==> src/rtl/ram_arb_pkg.sv <==
// ram_arb_pkg: state/owner encodings and default widths shared by the RAM arbiter files.
package ram_arb_pkg;
    localparam int ADDR_W_DEF = 14;
    localparam int DATA_W_DEF = 16;

    typedef enum logic [1:0] {
        IDLE      = 2'd0,
        CPU_ISSUE = 2'd1,
        DMA_ISSUE = 2'd2
    } state_e;

    typedef enum logic {
        OWN_CPU = 1'b0,
        OWN_DMA = 1'b1
    } owner_e;
endpackage

==> src/rtl/ram_arb_resp.sv <==
// ram_arb_resp: one-deep response stage that steers RAM read data to whichever port issued
// the access in the previous cycle; each read-data output holds its last value between responses.
module ram_arb_resp
    import ram_arb_pkg::*;
#(
    parameter int DATA_W = DATA_W_DEF
) (
    input  logic              clk,
    input  logic              rst_n,
    input  logic              issue_valid,
    input  owner_e            issue_owner,
    input  logic              issue_we,
    input  logic [DATA_W-1:0] ram_rdata,
    output logic              cpu_ack,
    output logic [DATA_W-1:0] cpu_rdata,
    output logic              dma_valid,
    output logic [DATA_W-1:0] dma_rdata
);
    // owner/valid kept decoded per port so ACK and VALID leave straight from flops
    logic              cpu_ack_q, cpu_ack_d;
    logic              cpu_rd_q, cpu_rd_d;
    logic              dma_valid_q, dma_valid_d;
    logic [DATA_W-1:0] cpu_hold_q, cpu_hold_d;
    logic [DATA_W-1:0] dma_hold_q, dma_hold_d;

    always_comb begin
        cpu_ack_d   = issue_valid & (issue_owner == OWN_CPU);
        cpu_rd_d    = cpu_ack_d & ~issue_we;
        dma_valid_d = issue_valid & (issue_owner == OWN_DMA);
        cpu_rdata   = cpu_rd_q ? ram_rdata : cpu_hold_q;
        dma_rdata   = dma_valid_q ? ram_rdata : dma_hold_q;
        cpu_hold_d  = cpu_rdata;
        dma_hold_d  = dma_rdata;
    end

    always_ff @(posedge clk or negedge rst_n) begin
        if (!rst_n) begin
            cpu_ack_q   <= 1'b0;
            cpu_rd_q    <= 1'b0;
            dma_valid_q <= 1'b0;
            cpu_hold_q  <= '0;
            dma_hold_q  <= '0;
        end else begin
            cpu_ack_q   <= cpu_ack_d;
            cpu_rd_q    <= cpu_rd_d;
            dma_valid_q <= dma_valid_d;
            cpu_hold_q  <= cpu_hold_d;
            dma_hold_q  <= dma_hold_d;
        end
    end

    assign cpu_ack   = cpu_ack_q;
    assign dma_valid = dma_valid_q;
endmodule

==> src/rtl/ram_arbiter.sv <==
// ram_arbiter: CPU-priority arbiter sharing a single-port RAM with a read-only DMA stream.
// Define RAM_ARB_STATS_EN to add the saturating STALL_COUNT port.
module ram_arbiter
    import ram_arb_pkg::*;
#(
    parameter int ADDR_W = ADDR_W_DEF,
    parameter int DATA_W = DATA_W_DEF
) (
    input  logic              CLK_100MHz,
    input  logic              RESET_N,
    input  logic              CPU_REQ,
    input  logic              CPU_WE,
    input  logic [ADDR_W-1:0] CPU_ADDR,
    input  logic [DATA_W-1:0] CPU_WDATA,
    output logic [DATA_W-1:0] CPU_RDATA,
    output logic              CPU_ACK,
    input  logic              DMA_REQ,
    input  logic [ADDR_W-1:0] DMA_ADDR,
    output logic              DMA_ACK,
    output logic [DATA_W-1:0] DMA_RDATA,
    output logic              DMA_VALID,
    output logic              RAM_EN,
    output logic              RAM_WE,
    output logic [ADDR_W-1:0] RAM_ADDR,
    output logic [DATA_W-1:0] RAM_WDATA,
    input  logic [DATA_W-1:0] RAM_RDATA
`ifdef RAM_ARB_STATS_EN
    ,
    output logic [15:0]       STALL_COUNT
`endif
);
    state_e            state_q, state_d;
    logic              cpu_served_q, cpu_served_d;
    logic              cpu_pending;
    logic              we_q, we_d;
    logic [ADDR_W-1:0] addr_q, addr_d;
    logic [DATA_W-1:0] wdata_q, wdata_d;
    logic              dma_ack_q, dma_ack_d;

    // cpu_served blocks re-issue of a held CPU_REQ until it is seen low once
    always_comb begin
        cpu_pending  = CPU_REQ & ~cpu_served_q;
        state_d      = cpu_pending ? CPU_ISSUE : (DMA_REQ ? DMA_ISSUE : IDLE);
        cpu_served_d = cpu_pending | (cpu_served_q & CPU_REQ);
        we_d         = cpu_pending & CPU_WE;
        addr_d       = cpu_pending ? CPU_ADDR : (DMA_REQ ? DMA_ADDR : '0);
        wdata_d      = cpu_pending ? CPU_WDATA : '0;
        dma_ack_d    = (state_d == DMA_ISSUE);
    end

    always_ff @(posedge CLK_100MHz or negedge RESET_N) begin
        if (!RESET_N) begin
            state_q      <= IDLE;
            cpu_served_q <= 1'b0;
            we_q         <= 1'b0;
            addr_q       <= '0;
            wdata_q      <= '0;
            dma_ack_q    <= 1'b0;
        end else begin
            state_q      <= state_d;
            cpu_served_q <= cpu_served_d;
            we_q         <= we_d;
            addr_q       <= addr_d;
            wdata_q      <= wdata_d;
            dma_ack_q    <= dma_ack_d;
        end
    end

    assign RAM_EN    = (state_q != IDLE);
    assign RAM_WE    = (state_q == CPU_ISSUE) & we_q;
    assign RAM_ADDR  = addr_q;
    assign RAM_WDATA = wdata_q;
    assign DMA_ACK   = dma_ack_q;

    ram_arb_resp #(.DATA_W(DATA_W)) u_resp (
        .clk        (CLK_100MHz),
        .rst_n      (RESET_N),
        .issue_valid(state_q != IDLE),
        .issue_owner(state_q == DMA_ISSUE ? OWN_DMA : OWN_CPU),
        .issue_we   (we_q),
        .ram_rdata  (RAM_RDATA),
        .cpu_ack    (CPU_ACK),
        .cpu_rdata  (CPU_RDATA),
        .dma_valid  (DMA_VALID),
        .dma_rdata  (DMA_RDATA)
    );

`ifdef RAM_ARB_STATS_EN
    logic [15:0] stall_q, stall_d;

    always_comb
        stall_d = (DMA_REQ && !dma_ack_q && stall_q != 16'hFFFF) ? stall_q + 16'd1 : stall_q;

    always_ff @(posedge CLK_100MHz or negedge RESET_N) begin
        if (!RESET_N)
            stall_q <= 16'd0;
        else
            stall_q <= stall_d;
    end

    assign STALL_COUNT = stall_q;
`endif
endmodule
==> config.mk <==
export PLATFORM = sky130hd
export DESIGN_NAME = ram_arbiter
export DESIGN_NICKNAME = d
export VERILOG_FILES = /design/src/rtl/ram_arb_pkg.sv /design/src/rtl/ram_arb_resp.sv /design/src/rtl/ram_arbiter.sv
export SDC_FILE = /design/constraint.sdc
export NUM_CORES = 1
export LEC_CHECK = 0
export ABC_CLOCK_PERIOD_IN_PS = 1600
export BUFFER_PORTS_ARGS = -buffer_cell sky130_fd_sc_hd__buf_2
export CAP_MARGIN = 20
export CORE_UTILIZATION = 45
export CTS_BUF_LIST = sky130_fd_sc_hd__clkbuf_4
export DETAILED_ROUTE_END_ITERATION = 10
export PLACE_DENSITY_LB_ADDON = 0.3
export SLEW_MARGIN = 10
export SYNTH_ARGS = -nofsm -noshare
export SYNTH_HDL_FRONTEND = slang
export SYNTH_SLANG_ARGS = --single-unit
==> constraint.sdc <==
create_clock -name CLK_100MHz -period 1.6 [get_ports CLK_100MHz]
set_clock_uncertainty 0.05 [all_clocks]
set_input_delay 0.16 -clock CLK_100MHz [delete_from_list [all_inputs] [get_ports CLK_100MHz]]
set_output_delay 0.16 -clock CLK_100MHz [all_outputs]
set_load 0.03 [all_outputs]
* Yosys cells after proc, flatten, opt, wreduce, memory -nomap -nowiden *
Index checks and enable logic that the tools add are counted.

storage, ports and cells
  bits of input ports = 65
  bits in registers = 70
  logic and storage cells = 34
  output and inout port bits = 67

operators by class
  bitwise operators = 11
  reductions and logical operators = 1
  multiplexer cells = 8
  equality and inequality tests = 3

operators by type and width
  kind                number
  $mux 16             3
  $mux 14             2
  $and 1x1->1         7
  $eq 2x2->1 const B  2
  $mux 2              2
  $not 1->1           3
  $eq 2x1->1 const B  1
  $reduce_bool 2->1   1
  $mux 1              1
  $or 1x1->1          1

* Depth between registers and ports, before layout *
  depth in word-level cells = 5
  mapped depth = 3
  depth with buffers taken out = 2

* Cells and area by module *
From an unflattened synthesis, not the netlist that was laid out.

unflattened totals
  cells, all modules = 180
  area, all modules = 2658.8 µm²

modules (own cells, without submodules)
  module        sequential area each (µm²)  area each (µm²)  times used  cells each
  ram_arb_resp  875.8                       1393.8           1           74
  ram_arbiter   850.8                       1265.0           1           106

* Worst setup path before layout *
No wires, ideal clock.

  path kind = register -> output
  start point = register u_resp.dma_valid_q, in the netlist u_resp.dma_valid
  end point = output DMA_RDATA[10]
  buffers on the path = 2
  slack = 0.096 ns
  arrival = 1.294 ns
  required time = 1.390 ns
  stages on the path, launching flop included = 4
  path through = dfrtp_1 -> buf_2 -> buf_6 -> mux2_2

on the way
  longest elaborated chain between the ends = 1

ends and longest elaborated chain
  what                      RTL line            RTL
  start: declaration        ram_arb_resp.sv:22  logic dma_valid_q, dma_valid_d;
  start signal: assignment  ram_arb_resp.sv:46  dma_valid_q <= dma_valid_d;
  $mux 16                   ram_arb_resp.sv:31  dma_rdata = dma_valid_q ? ram_rdata : dma_hold_q;
  end: declaration          ram_arbiter.sv:20   output logic [DATA_W-1:0] DMA_RDATA,

Every way passes these cells.

* Worst setup path in the final report *
  start point = register u_resp.dma_valid_q, in the netlist u_resp.dma_valid
  end point = output DMA_RDATA[14]

Same word-level chain as after synthesis.

==> results by group <==
Critical path
  • Slowest cell on the critical path: dfrtp_2
  • CP top delay family: flip-flops
  • CP Data Arrival Time: 1.49 ns
  • Worst Path Max Fanout: 9
  • CP Capture Type: primary output
  • CP max stage delay: 0.42 ns
  • Worst path required time: 1.39 ns
  • Setup CP Type: reg -> out
  • Cell Chain, Critical Path: buf_12 > mux2_2 > buf_4
  • Worst setup SP type: register
  • Buf/Inv on CP: 2

STA
  • Worst-Margin Slew: 0.5064 ns
  • Final worst path period share: 1.063
  • Setup violators final: 32
  • RSZ-0062 raised after global routing: yes
  • Period minus WS final: 1.701 ns
  • Worst slew margin: 0.6624
  • Fin. max-slew vios: 0
  • PnR worst setup slack: -0.1012 ns
  • Fmax: 587.8 MHz
  • Hold Vio Cnt, Final: 0

Clock network
  • CTS tree: built
  • H-Tree Level Count: 3
  • Worst-Skew Late Latency: 0.39 ns
  • CTS Root Buffer Type: clkbuf_4
  • Clock-pin transition on the worst setup and hold timing paths: 0.12 ns
  • Max clock buf depth: 2
  • Inserted Clock Buffers: 9
  • Clk sinks: 69

Cells and area
  • FILL cells: about 330
  • Cell Count, Final, Fillers Out: 459
  • Finished Cell Area: 4412 sq um
  • Syn-to-layout area delta: 73.44%
  • Number of nets in the layout: about 450
  • Layout cells sized above 1: 0.4961
  • Antenna diodes: 0
  • Final core utilization: 0.8061

Synth
  • Yosys top cell by area: dfrtp_1
  • Most used DFF post-synth: dfrtp_1
  • Syn avg cell area: 14.21 sq um
  • Top-area cell type share of the netlist area: 0.6788
  • Syn Nets: 244
  • Yosys reg bits: 69
  • Asr flop ratio synth: 1.000
  • Yosys synthesis warning count: 0
  • Gate Count Post-Synth: between 150 and 200
  • Post-synth EDFFs: 0
  • Ranking of synthesized cells by area: dfrtp_1, mux2_2, and2_1, nand3b_1, nand2_1
  • Mapped Area: 2544 sq um
  • Post-synthesis cell type count: 15
  • Seq/Total Area, Yosys: 0.6788

Drt
  • Detailed Route Iter0 Violations: slightly below 80
  • Routed len/inst: between 15 and 20 microns
  • DRT Wirelength: 7472 microns
  • Antenna-violating nets left: 0
  • Residual DRC count: 0
  • Avg Vias per Cell: 4.784
  • Vias: 2196
  • First-pass DRT Iterations: 4

Placement
  • Placed insts: about 370
  • Post-DP Area: 3289 sq um
  • DP HPWL: ~4100 microns
  • Number of port buffers: 131
  • GP Congestion: 0.7315

Global routing
  • Total Routing Usage GR: 0.2607
  • GRT overflow: 0
  • Largest net degree at the start of global routing: 34
  • Initial antenna violation count: 0
  • Vias in the first global route: between 2k and 2.5k
  • First-pass GRT wire length: around 12000 microns

Die
  • Starting Density: 0.4648
  • Total die area: about 6000 sq um
  • Core area: 5473 sq um
  • Rows: 27
  • I/O pins: 132
  • Die Height: approximately 77 microns
  • Die W: 77.19 microns

Power
  • Leak Pwr: ~2.2 nW
  • Max VDD drop: a little over 0.8 mV
  • Power Dens Cells: 1022 nW/um^2

Outcome
  • Outcome: finished, violations left
  • Failing checks: setup timing

Run
  • Max-Cap Viols: 0

Hold path
  • Tightest Hold Check Type: in -> reg
kinds of logic (layout without fill, tap and decap cells):
logic type / after synthesis / in the layout / share of synthesized area
flip-flops: 69 / 69 / 0.6788
AND/OR/NAND/NOR: 52 / 52 / 0.1205
multiplexers: 32 / 32 / 0.1417
AO/OA/AOI/OAI: 14 / 14 / 0.02754
buffers and inverters: 12 / 220 / 0.03148
synthesized netlist by cell type, types with 2 or more instances:
| library cell | instances |
|---|---|
| and2_1 | 17 |
| buf_2 | 4 |
| buf_4 | 2 |
| buf_6 | 3 |
| clkbuf_1 | 3 |
| dfrtp_1 | 69 |
| mux2_2 | 32 |
| nand2_1 | 15 |
| nand3b_1 | 14 |
| nor2b_1 | 3 |
| o21ai_0 | 5 |
| o21ai_1 | 9 |
registers in the layout (all words and copies together) (netlist names):
register	cells
RAM_WDATA	16
u_resp.cpu_hold_q	16
u_resp.dma_hold_q	16
RAM_ADDR	14
DMA_ACK	1
cpu_served_q	1
state_q	1
u_resp.cpu_ack	1
u_resp.cpu_rd_q	1
u_resp.dma_valid	1
we_q	1
per-layer routing:
metal  track usage  vias to the layer above  share of wire
li1              -                     1002              -
met1        0.2784                     1055           0.36
met2        0.4531                      106           0.55
met3       0.06786                       33          0.049
met4        0.1679                        0          0.047
met5             0                        -              0
worst paths after layout:
| path | startpoint | end | slack [ns] | cells past startpoint |
|---|---|---|---|---|
| worst max register to register | cpu_served_q$_DFF_PN0_ | RAM_ADDR[1]$_DFF_PN0_ | 0.20 | 2 |
| worst max-delay path | u_resp.dma_valid$_DFF_PN0_ | DMA_RDATA[14] | -0.10 | 3 |
| worst min-delay path | DMA_REQ | RAM_ADDR[11]$_DFF_PN0_ | 0.07 | 3 |
| min in group asynchronous | RESET_N | u_resp.cpu_hold_q[8]$_DFF_PN0_ | 0.22 | 2 |
| worst min register to register | we_q$_DFF_PN0_ | u_resp.cpu_rd_q$_DFF_PN0_ | 0.39 | 1 |
| max in group asynchronous | RESET_N | u_resp.dma_valid$_DFF_PN0_ | 0.74 | 3 |
layout make-up:
| type | count | area [sq um] | share of cell area |
|---|---|---|---|
| Tap cell | 72 | 90.09 | 0.02042 |
| Timing Repair Buffer | 204 | 1635 | 0.3707 |
| Sequential cell | 69 | 1729 | 0.3919 |
| Clock buffer | 11 | 82.58 | 0.01872 |
| Multi-Input combinational cell | 98 | 823.3 | 0.1866 |
| Clock inverter | 5 | 51.30 | 0.01163 |
worst min-delay path, cell delays in order:
cell and delay [ns]:
buf_2 0.19, nand2_1 0.09, o21ai_1 0.05
power breakdown:
part	internal, mW	total (mW)	switching [mW]
clock	0.503	1.09	0.587
combinational	0.692	1.42	0.730
sequential	1.93	2.00	0.0691
per-stage QoR:
step / worst slack (ns) / hold WS, ns / total power [mW] / setup TNS, ns
6_report: -0.1012 / 0.07077 / 4.508 / -2.088
5_1_grt: -0.1609 / 0.07726 / 4.696 / -4.042
4_1_cts: -0.1207 / 0.05052 / 4.374 / -2.788
3_5_place_dp: 0.2211 / 0.1071 / 3.015 / 0
3_3_place_gp: 0.2226 / 0.1072 / 2.986 / 0
2_1_floorplan: 0.09576 / -0.1856 / 2.658 / 0
cells in the final DEF, fill, tap and decap left out, types with 2 or more instances in the layout:
cell type,n
buf_2,99
buf_4,7
buf_6,29
and2_1,17
buf_12,4
mux2_2,9
dlygate4sd3_1,63
o21ai_1,9
nand2_1,15
nand3b_1,14
clkbuf_4,11
o21ai_0,5
mux2_4,23
clkinv_2,2
dfrtp_2,2
dfrtp_1,67
nor2b_1,3
clkbuf_16,2
repair_timing:
item / in CTS / in global routing
setup endpoints to repair: 32 / 32
setup buffers: 0 / 4
hold endpoints to repair: 82 / 0
resized for setup: 57 / 29
gates cloned: 0 / 2
hold buffers: 63 / 0
(Power assumes the default switching activity.)
